===== config.mk =====
export PLATFORM = sky130hd
export DESIGN_NAME = vga_sync_counter
export DESIGN_NICKNAME = d
export VERILOG_FILES = /design/src/rtl/vga_sync_counter.sv
export SDC_FILE = /design/constraint.sdc
export NUM_CORES = 1
export LEC_CHECK = 0
export ABC_AREA = 0
export CAP_MARGIN = 20
export CORE_UTILIZATION = 25
export CTS_CLUSTER_DIAMETER = 30
export DETAILED_ROUTE_END_ITERATION = 16
export PLACE_DENSITY = 0.54
export SLEW_MARGIN = 20
export SYNTH_ARGS = -nofsm -noshare
export SYNTH_HDL_FRONTEND = slang
export SYNTH_SLANG_ARGS = --single-unit

===== constraint.sdc =====
create_clock -name Clk -period 4.5 [get_ports Clk]
set_clock_uncertainty 0.15 [all_clocks]
set_input_delay 0.9 -clock Clk [delete_from_list [all_inputs] [get_ports Clk]]
set_output_delay 0.9 -clock Clk [all_outputs]
set_load 0.02 [all_outputs]

===== src/rtl/vga_sync_counter.sv =====
// VGA raster timing generator: horizontal/vertical pixel counters, registered
// sync outputs and line/frame start strobes, with timing shadowed per frame.
module vga_sync_counter #(
  parameter int REZ_MAX_WIDTH    = 11,
  parameter int SYNC_MAX_WIDTH   = 8,
  // Shadow values held in reset (640x480@60 unless overridden).
  parameter int RST_H_TOTAL      = 800,
  parameter int RST_H_SYNC_WIDTH = 96,
  parameter int RST_V_TOTAL      = 525,
  parameter int RST_V_SYNC_WIDTH = 2,
  parameter bit RST_H_POL        = 1'b0,
  parameter bit RST_V_POL        = 1'b0
) (
  input  logic                      Clk,
  input  logic                      Rst,
  input  logic                      En,
  input  logic [REZ_MAX_WIDTH-1:0]  H_total,
  input  logic [SYNC_MAX_WIDTH-1:0] H_sync_width,
  input  logic [REZ_MAX_WIDTH-1:0]  V_total,
  input  logic [SYNC_MAX_WIDTH-1:0] V_sync_width,
  input  logic                      H_pol,
  input  logic                      V_pol,
  output logic [REZ_MAX_WIDTH-1:0]  Count_h,
  output logic [REZ_MAX_WIDTH-1:0]  Count_v,
  output logic                      Hsync,
  output logic                      Vsync,
  output logic                      Line_start,
  output logic                      Frame_start
);

  localparam int W  = REZ_MAX_WIDTH;
  localparam int S  = SYNC_MAX_WIDTH;
  localparam int CW = (W > S) ? W : S;

  localparam logic [W-1:0] RST_H_TOTAL_V = W'(RST_H_TOTAL);
  localparam logic [S-1:0] RST_H_SW_V    = S'(RST_H_SYNC_WIDTH);
  localparam logic [W-1:0] RST_V_TOTAL_V = W'(RST_V_TOTAL);
  localparam logic [S-1:0] RST_V_SW_V    = S'(RST_V_SYNC_WIDTH);

  // Shadow timing registers
  logic [W-1:0] h_total_q, h_total_d;
  logic [S-1:0] h_sync_width_q, h_sync_width_d;
  logic [W-1:0] v_total_q, v_total_d;
  logic [S-1:0] v_sync_width_q, v_sync_width_d;
  logic         h_pol_q, h_pol_d;
  logic         v_pol_q, v_pol_d;

  // Counters and registered outputs
  logic [W-1:0] count_h_q, count_h_d;
  logic [W-1:0] count_v_q, count_v_d;
  logic         hsync_q, hsync_d;
  logic         vsync_q, vsync_d;
  logic         line_start_q, line_start_d;
  logic         frame_start_q, frame_start_d;

  logic h_last;
  logic v_last;
  logic frame_wrap;
  logic h_active;
  logic v_active;

  // A total below 2 pins the counter at 0 and makes every advance a wrap;
  // the >= test also recovers a counter that sits beyond its limit.
  assign h_last = (h_total_q < W'(2)) || (count_h_q >= h_total_q - W'(1));
  assign v_last = (v_total_q < W'(2)) || (count_v_q >= v_total_q - W'(1));
  assign frame_wrap = h_last && v_last;

  assign h_active = CW'(count_h_q) < CW'(h_sync_width_q);
  assign v_active = CW'(count_v_q) < CW'(v_sync_width_q);

  always_comb begin
    // NOTE: every target gets a default first so no path leaves it unassigned,
    // which would otherwise infer a latch.
    h_total_d      = h_total_q;
    h_sync_width_d = h_sync_width_q;
    v_total_d      = v_total_q;
    v_sync_width_d = v_sync_width_q;
    h_pol_d        = h_pol_q;
    v_pol_d        = v_pol_q;
    count_h_d      = count_h_q;
    count_v_d      = count_v_q;
    hsync_d        = hsync_q;
    vsync_d        = vsync_q;
    line_start_d   = 1'b0;
    frame_start_d  = 1'b0;

    if (En) begin
      count_h_d = h_last ? '0 : count_h_q + W'(1);
      if (h_last) begin
        count_v_d = v_last ? '0 : count_v_q + W'(1);
      end

      // Sync decodes the pre-edge count with the current shadow set, so it
      // lags the counters by one clock like the downstream active flag.
      hsync_d = h_active ? h_pol_q : ~h_pol_q;
      vsync_d = v_active ? v_pol_q : ~v_pol_q;

      line_start_d  = h_last;
      frame_start_d = frame_wrap;

      // New timing is only adopted at the frame boundary, so a frame never
      // mixes two timing sets.
      if (frame_wrap) begin
        h_total_d      = H_total;
        h_sync_width_d = H_sync_width;
        v_total_d      = V_total;
        v_sync_width_d = V_sync_width;
        h_pol_d        = H_pol;
        v_pol_d        = V_pol;
      end
    end
  end

  // NOTE: sequential state uses non-blocking assignments so every flop samples
  // pre-edge values regardless of statement order.
  always_ff @(posedge Clk or negedge Rst) begin
    if (!Rst) begin
      h_total_q      <= RST_H_TOTAL_V;
      h_sync_width_q <= RST_H_SW_V;
      v_total_q      <= RST_V_TOTAL_V;
      v_sync_width_q <= RST_V_SW_V;
      h_pol_q        <= RST_H_POL;
      v_pol_q        <= RST_V_POL;
      count_h_q      <= '0;
      count_v_q      <= '0;
      hsync_q        <= 1'b1;
      vsync_q        <= 1'b1;
      line_start_q   <= 1'b0;
      frame_start_q  <= 1'b0;
    end else begin
      h_total_q      <= h_total_d;
      h_sync_width_q <= h_sync_width_d;
      v_total_q      <= v_total_d;
      v_sync_width_q <= v_sync_width_d;
      h_pol_q        <= h_pol_d;
      v_pol_q        <= v_pol_d;
      count_h_q      <= count_h_d;
      count_v_q      <= count_v_d;
      hsync_q        <= hsync_d;
      vsync_q        <= vsync_d;
      line_start_q   <= line_start_d;
      frame_start_q  <= frame_start_d;
    end
  end

  assign Count_h     = count_h_q;
  assign Count_v     = count_v_q;
  assign Hsync       = hsync_q;
  assign Vsync       = vsync_q;
  assign Line_start  = line_start_q;
  assign Frame_start = frame_start_q;

endmodule


==> results of run 1 <==
[kinds of logic (layout without fill, tap and decap cells)]
family	count (synthesis)	count (layout)	share of synthesized area
and+or+nand+nor	92	92	0.121
muxes	43	43	0.153
DFF	66	66	0.404
AOI/OAI and AO/OA	64	64	0.105
adders and majority gates	40	40	0.121
xor gates and xnor gates	25	25	0.0531
buffers and inverters	38	117	0.0431
[synthesized netlist by cell type (10+ instances only)]
master / instances / area, um2
a21o_1: 12 / 90.1
o21ai_0: 17 / 85.1
xnor2_1: 17 / 149
nand2_1: 16 / 60.1
nor2_1: 18 / 67.6
ha_1: 40 / 500
mux2_4: 39 / 586
nand3_1: 12 / 60.1
dfrtp_1: 54 / 1350
dfstp_2: 12 / 315
inv_1: 29 / 109
a21oi_1: 10 / 50.1
[metal layers]
| layer | routed length (um) | global-route usage |
|---|---|---|
| met5 | 0 | 0 |
| met4 | 172 | 0.0527 |
| met3 | 331 | 0.0187 |
| met2 | 4390 | 0.188 |
| met1 | 4600 | 0.158 |
[final cells by class]
class                      count  share of cell area
inverter                      30              0.0212
sequential                    66               0.314
multi-input combinational    264               0.430
tap                          216              0.0509
clock inverter                 3             0.00283
timing repair buffer          71               0.132
clock buffer                  13              0.0491
[power breakdown]
part | internal, W | switching (W)
clock | 0.000400 | 0.000247
combinational | 0.000772 | 0.000654
sequential | 0.000834 | 0.000243
total | 0.00201 | 0.00114
[worst max-delay path: stages (launching register included)]
cell      delay, ns
dfrtp_1        0.41
or4_1          0.55
nor2_2         0.15
nand2_1        0.10
nor2_1         0.12
xnor2_1        0.14
ha_1           0.26
a211oi_1       0.24
nor2_1         0.07
a311oi_1       0.37
o21ai_2        0.24
nand2_2        0.12
buf_4          0.38
mux2_2         0.38
[registers in the layout (all words and copies together), names as in the netlist, 8 cells and up]
signal	cells
Count_h	11
Count_v	11
h_sync_width_q	8
h_total_q	11
v_sync_width_q	8
v_total_q	11
[final timing paths]
| check | start | to | slack (ns) |
|---|---|---|---|
| setup / recovery | v_total_q[4] | h_total_q[5] | 0.72 |
| hold / removal | v_sync_width_q[0] | v_sync_width_q[0] | 0.36 |
| setup reg to reg | v_total_q[4] | h_total_q[5] | 0.72 |
| hold reg to reg | v_sync_width_q[0] | v_sync_width_q[0] | 0.36 |
| max in group asynchronous | Rst | v_total_q[9] | 2.74 |
| min in group asynchronous | Rst | h_total_q[10] | 0.52 |
[per-stage QoR]
stage / instances / worst slack, ns / instance area (um2) / hold WS (ns)
detailed placement: 647 / 0.673 / 5030 / 0.349
finish: 663 / 0.720 / 5310 / 0.364
global route: 663 / 0.316 / 5310 / 0.378
floorplan: 368 / 1.27 / 4130 / 0.331
CTS: 663 / 0.661 / 5310 / 0.364
global placement: 647 / 0.797 / 5030 / 0.349
==> metrics.txt, run 1 <==
Top-Level Pins 69; Core Region 16,000 um2; Multi-input gate area 2280 um2; DR DRC count 0; Hold Crit Class register to register; Antenna Cells 0; Worst slew margin 0.455; DR WL/cell 14.3 um; clk slew on worst S/H paths 0.05 ns; cts repair resizes 0; worst vdd ir 0.149 mV; Post-DP HPWL 7360 um; sequential fraction of the synthesis area 0.404; register area 1670 um2; first-pass GRT wire length 15,400 um; Cell Rows 46; Final nets 525; Worst Max-Slew Pin Slew 0.818 ns; Post-CTS Setup Bufs 0; required time of the critical path 4.60 ns; count of final max-slew check failures 0; cts bufs inserted 9; Die Area 17,000 um2; commonest cells after routing, fill and taps aside 67 x clkdlybuf4s50_1, 54 x dfrtp_1, 40 x ha_1; Yosys cell types 46; Most used DFF post-synth dfrtp_1; initial antenna violation count 0; htree depth 3; yosys warns 0; most common cell after layout, fill and taps aside clkdlybuf4s50_1; # fillers 1,622; fin crit share 0.840; synthesis-stage register bit count 66; Post-Syn Area 4130 um2; total grt overflow 0; antenna violation net count after detailed routing 0; clock sinks 66; Final Critical Period 3.78 ns; clk buf depth 2; Pre-Repair DR Iteration Count 4; setup tns final 0 ns; routed via count 2,981; final WL 9490 um; Max Cap Violations 0; Die X 130 um; Starting Density 0.258; Critical Path AT 3.88 ns; Total Power 0.00315 W; f_max 265 MHz; Final Hold Fails 0; Layout Area Growth over Synthesis 28.6%; largest net degree at the start of global routing 37; hold depth 1; detailed-route vias per instance 4.50; status complete, no violations; final core utilization 0.332; DRT iter0 DRCs 90; GRT Resource Usage Total 0.118; Synth async-reset ratio 1.00; port bufs 68; LEAKAGE 2.52 nW; final setup fails 0; hold buffer count at cts 0; worst skew pair latency 0.33 ns; peak fanout along the critical path 21; vias in the first global route 3,052; unrepaired setup endpoints after global routing false; critical path class register to register; Mapped Nets 451; R2R depth 13; syn_area_per_cell 11.2 um2; Chip Height 130 um; power density cells 594 nW/um2; routability cong. 0.741; startpoint types register; Post-Syn Instances 368; CTS tree yes; layout cell share with drive strength beyond 1 0.174; CTS Root Cell clkbuf_16; number of enable flip-flop cells after synthesis 0; CP Capture Type register
(Power assumes the default switching activity.)
==> run 2, diff against run 1 <==
clock period = 3.8 ns   (was 4.5 ns; I/O delays follow)
==> metrics.txt, run 2 (synthesized netlist as in run 1, its figures left out) <==
routed via count 2,987 (+0.20%); DR DRC count 0 (unchanged); Final Critical Period 3.52 ns (-0.258 ns); worst vdd ir 0.228 mV (+53%); Core Region 16,000 um2 (unchanged); Final nets 530 (+0.95%); detailed-route vias per instance 4.47 (-0.55%); total grt overflow 0 (unchanged); routability cong. 0.755 (+1.9%); count of final max-slew check failures 0 (unchanged); Layout Area Growth over Synthesis 30.8%; layout cell share with drive strength beyond 1 0.186 (+0.0113); f_max 284 MHz (+7.3%); Critical Path AT 3.58 ns (-0.30 ns); initial antenna violation count 0 (unchanged); Hold Crit Class input pin to async pin; Antenna Cells 0 (unchanged); Worst slew margin 0.619 (+0.164); antenna violation net count after detailed routing 0 (unchanged); clock sinks 66 (unchanged); switching share of power 0.359 (-0.00460); fraction of power consumed by sequential logic 0.333 (-0.009); setup tns final 0 ns (unchanged); Worst Max-Slew Pin Slew 0.571 ns (-0.247 ns); worst skew pair latency 0.33 ns (about the same); startpoint types register; Final Hold Fails 0 (unchanged); Total Power 0.00381 W (+21%); htree depth 3 (unchanged); most common cell after layout, fill and taps aside clkdlybuf4s50_1; power density cells 707 nW/um2 (+19%); vias in the first global route 2,993 (-1.9%); fin crit share 0.927 (+0.0868); final WL 9630 um (+1.4%); FF-to-FF Start v_total_q[5]; Cell Int Power 0.00245 W (+22%); status complete, no violations; DR WL/cell 14.4 um (+0.65%); peak fanout along the critical path 31 (+48%); Cell Rows 46 (unchanged); required time of the critical path 3.86 ns (-0.74 ns); crit path launch v_total_q[5]; hold buffer count at cts 0 (unchanged); GRT Resource Usage Total 0.119 (+0.00104); Chip Height 130 um (unchanged); largest net degree at the start of global routing 46 (+24%); LEAKAGE 2.56 nW (+1.5%); Comb power frac 0.449 (-0.004); R2R depth 13 (unchanged); clk slew on worst S/H paths 0.06 ns (about the same); Die X 130 um (unchanged); first-pass GRT wire length 15,400 um (unchanged); CTS tree yes; critical path class register to register; Non-Filler Cell Area, Final 5400 um2 (+1.8%); commonest cells after routing, fill and taps aside 67 x clkdlybuf4s50_1, 54 x dfrtp_1, 40 x ha_1; cts bufs inserted 9 (unchanged); Switch Pwr 0.00137 W (+20%); CP Capture Type register; Pre-Repair DR Iteration Count 4 (unchanged); unrepaired setup endpoints after global routing false; Die Area 17,000 um2 (unchanged); clk buf depth 2 (unchanged); Clk pwr share 0.218 (+0.012); Top-Level Pins 69 (unchanged); CTS Root Cell clkbuf_16; DRT iter0 DRCs 175 (+94%); Post-DP HPWL 7300 um (-0.83%); final setup fails 0 (unchanged); Max Cap Violations 0 (unchanged); Starting Density 0.258 (unchanged); Post-DP Area 5070 um2 (+0.85%); port bufs 68 (unchanged)
-- run 2: final timing paths --
path	to	slack (ns)
min in group Clk	h_sync_width_q[0]	0.36
max in group asynchronous	v_total_q[9]	2.56
setup / recovery	h_total_q[7]	0.28
setup reg to reg	h_total_q[7]	0.28
hold / removal	v_sync_width_q[2]	0.29
hold reg to reg	h_sync_width_q[0]	0.36
-- run 2: metal layers --
metal,GRT usage,share of wire,up-vias
met5,0,0,-
met4,0.0446,0.012,0
met3,0.0265,0.039,7
met2,0.197,0.48,51
met1,0.152,0.47,1449
li1,-,-,1480
-- run 2: final cells by class --
cell class                 count  area (um2)
clock buffer                  12         246
clock inverter                 4        51.3
fill                        1618       10600
inverter                      30         113
multi-input combinational    264        2290
sequential                    66        1670
tap                          216         270
timing repair buffer          76         763
-- run 2: power by group through the flow --
stage / clock (W) / sequential, W / combinational, W
after floorplan: 0 / 0.00126 / 0.00123
after global placement: 0 / 0.00127 / 0.00166
after detailed placement: 0 / 0.00128 / 0.00170
after CTS: 0.000855 / 0.00127 / 0.00171
after global routing: 0.000893 / 0.00131 / 0.00193
final: 0.000830 / 0.00127 / 0.00171
-- run 2: repair_timing --
action | CTS | global route
setup buffers | 0 | 1
resized for setup | 0 | 1
endpoints found under the setup margin | 0 | 19
-- run 2: per-stage QoR --
stage / std cells / util / hold WS, ns / setup WS [ns]
floorplan: 368 / - / 0.314 / 0.574
global placement: 651 / 0.317 / 0.349 / 0.343
detailed placement: 651 / 0.317 / 0.348 / 0.273
CTS: 667 / 0.336 / 0.364 / 0.225
global route: 668 / 0.337 / 0.329 / 0.0164
finish: 668 / 0.337 / 0.286 / 0.279
-- run 2: worst max-delay path, cell delays in order (launching register included) --
cell	delay, ns
dfrtp_1	0.41
or4_1	0.56
nor2_2	0.18
nand3_1	0.15
nor3_1	0.20
xnor2_1	0.16
ha_1	0.26
o21ai_0	0.15
nor2_1	0.08
a311oi_2	0.31
o21ai_2	0.11
nand2_2	0.10
buf_12	0.24
mux2_4	0.32
==> run 3, diff against run 2 <==
CORE_UTILIZATION = 54   (was 25)
PLACE_DENSITY = 0.91   (was 0.54)
==> metrics.txt, run 3 (synthesized netlist as in run 1, its figures left out) <==
antenna violation net count after detailed routing 0 (unchanged); critical path class register to register; critical path's slowest cell or4_1; LEAKAGE 2.55 nW (-0.19%); FF-to-FF Start v_total_q[5]; detailed-route vias per instance 5.83 (+30%); commonest cells after routing, fill and taps aside 67 x clkdlybuf4s50_1, 54 x dfrtp_1, 40 x ha_1; Worst slew margin 0.521 (-0.0982); worst vdd ir 0.521 mV (+130%); CTS Root Cell clkbuf_8; layout cell share with drive strength beyond 1 0.186 (+0.000412); DRT iter0 DRCs 282 (+61%); CTS tree yes; startpoint types register; crit-path cells or4_1 > nor2_2 > nand3_1 > nor3_1 > xnor2_1 > ha_1 > o21ai_0 > nor2_1 > a311oi_2 > o21ai_2 > nand2_2 > clkbuf_16 > mux2_4; Die Area 8000 um2 (-53%); cts bufs inserted 9 (unchanged); Hold Crit Class input pin to async pin; R2R depth 13 (unchanged); CP Capture Type register; DR WL/cell 18.0 um (+25%); placed insts 532 (-18%); hold buffer count at cts 0 (unchanged); peak fanout along the critical path 20 (-35%); Cell Rows 31 (-33%); required time of the critical path 3.89 ns (+0.03 ns); f_max 273 MHz (-4.0%); final core utilization 0.713 (+0.376); Top-Level Pins 69 (unchanged); Finished Layout Cells 550 (-18%); final WL 9870 um (+2.6%); Post-DP HPWL 6390 um (-12%); Die X 89.4 um (-31%); Core Region 7330 um2 (-54%); worst reg-to-reg setup slack 0.13 ns (-0.15 ns); vias in the first global route 3,195 (+6.7%); largest net degree at the start of global routing 42 (-8.7%); first-pass GRT wire length 15,100 um (-1.7%); Final Critical Period 3.67 ns (+0.147 ns); power density cells 742 nW/um2 (+5.0%); # fillers 445 (-72%); Layout Area Growth over Synthesis 26.7%; final setup fails 0 (unchanged); htree depth 3 (unchanged); setup tns final 0 ns (unchanged); worst skew pair latency 0.35 ns (+0.02 ns); DR DRC count 0 (unchanged); Antenna Cells 0 (unchanged); clk buf depth 2 (unchanged); initial antenna violation count 0 (unchanged); Max Cap Violations 0 (unchanged); count of final max-slew check failures 0 (unchanged); Worst Max-Slew Pin Slew 0.718 ns (+0.147 ns); fin crit share 0.965 (+0.0386); status complete, no violations; total grt overflow 0 (unchanged); clock sinks 66 (unchanged); reg2reg end v_total_q[5]; Starting Density 0.563 (+0.305); Chip Height 89.4 um (-31%); Pre-Repair DR Iteration Count 5 (+1); Final Hold Fails 0 (unchanged); routability cong. 0.843 (+12%); routed via count 3,207 (+7.4%); port bufs 68 (unchanged); most common cell after layout, fill and taps aside clkdlybuf4s50_1; Critical Path Max Stage Delay 0.57 ns (about the same); clk slew on worst S/H paths 0.07 ns (about the same); Final nets 529 (-0.19%); GRT Resource Usage Total 0.252 (+0.133); Critical Path AT 3.75 ns (+0.17 ns)
run 3: cell count changes in the layout (fill, tap and decap cells not counted):
cell        change
clkinvlp_4      -1
bufinv_16       +3
clkinv_4        -1
clkbuf_16       -8
clkbuf_8        +9
buf_2           +1
clkbuf_1        -1
buf_4           -3
run 3: critical path, delay by kind of cell (launching register included):
kind,cells,cell delay [ns]
compound gates,3,0.61
buf+inv,1,0.25
simple gates,6,1.35
xor+xnor,1,0.18
fa+ha+maj,1,0.28
flops,1,0.41
mux,1,0.32
run 3: final cells by class:
class	instances	area [um2]	share of cell area
Timing Repair Buffer	75	771	0.147
Sequential cell	66	1670	0.319
Clock inverter	5	125	0.0239
Clock buffer	11	141	0.0270
Inverter	30	113	0.0215
Tap cell	99	124	0.0237
Multi-Input combinational cell	264	2290	0.438
run 3: per-layer routing:
layer	GRT usage	wire, um	vias to the layer above
met5	0	0	-
met4	0.118	252	0
met3	0.0397	504	23
met2	0.413	4960	125
met1	0.328	4160	1585
li1	-	-	1474
run 3: what timing repair did:
action / in CTS / in global routing
setup endpoints to repair: 0 / 50
buffers inserted: 0 / 1
gates resized for setup: 0 / 1
run 3: how the worst max path moves through the flow:
stage                 start                 to  slack (ns)  cells past startpoint
3_5_place_dp   v_total_q[5]  v_sync_width_q[4]        0.09                     13
3_3_place_gp   v_total_q[5]       v_total_q[5]        0.36                     13
6_report       v_total_q[5]       v_total_q[5]        0.13                     13
2_1_floorplan  v_total_q[5]            h_pol_q        0.57                     13
5_1_grt        v_total_q[4]  v_sync_width_q[5]       -0.06                     13
4_1_cts        v_total_q[5]  v_sync_width_q[4]        0.05                     13
run 3: where the power goes:
| part | internal (W) | leakage [nW] | switching [W] | total, W |
|---|---|---|---|---|
| Combinational | 0.000953 | 1.59 | 0.000849 | 0.00180 |
| Clock | 0.000520 | 0.134 | 0.000278 | 0.000798 |
| Sequential | 0.000985 | 0.834 | 0.000293 | 0.00128 |
run 3: metrics by stage:
step,instance area [um2],setup WS [ns],hold slack [ns],power (W)
2_1_floorplan,4130,0.574,0.314,0.00248
3_3_place_gp,4910,0.361,0.349,0.00287
3_5_place_dp,4910,0.0932,0.347,0.00298
4_1_cts,5180,0.0514,0.325,0.00382
5_1_grt,5230,-0.0627,0.362,0.00413
6_report,5230,0.132,0.306,0.00388
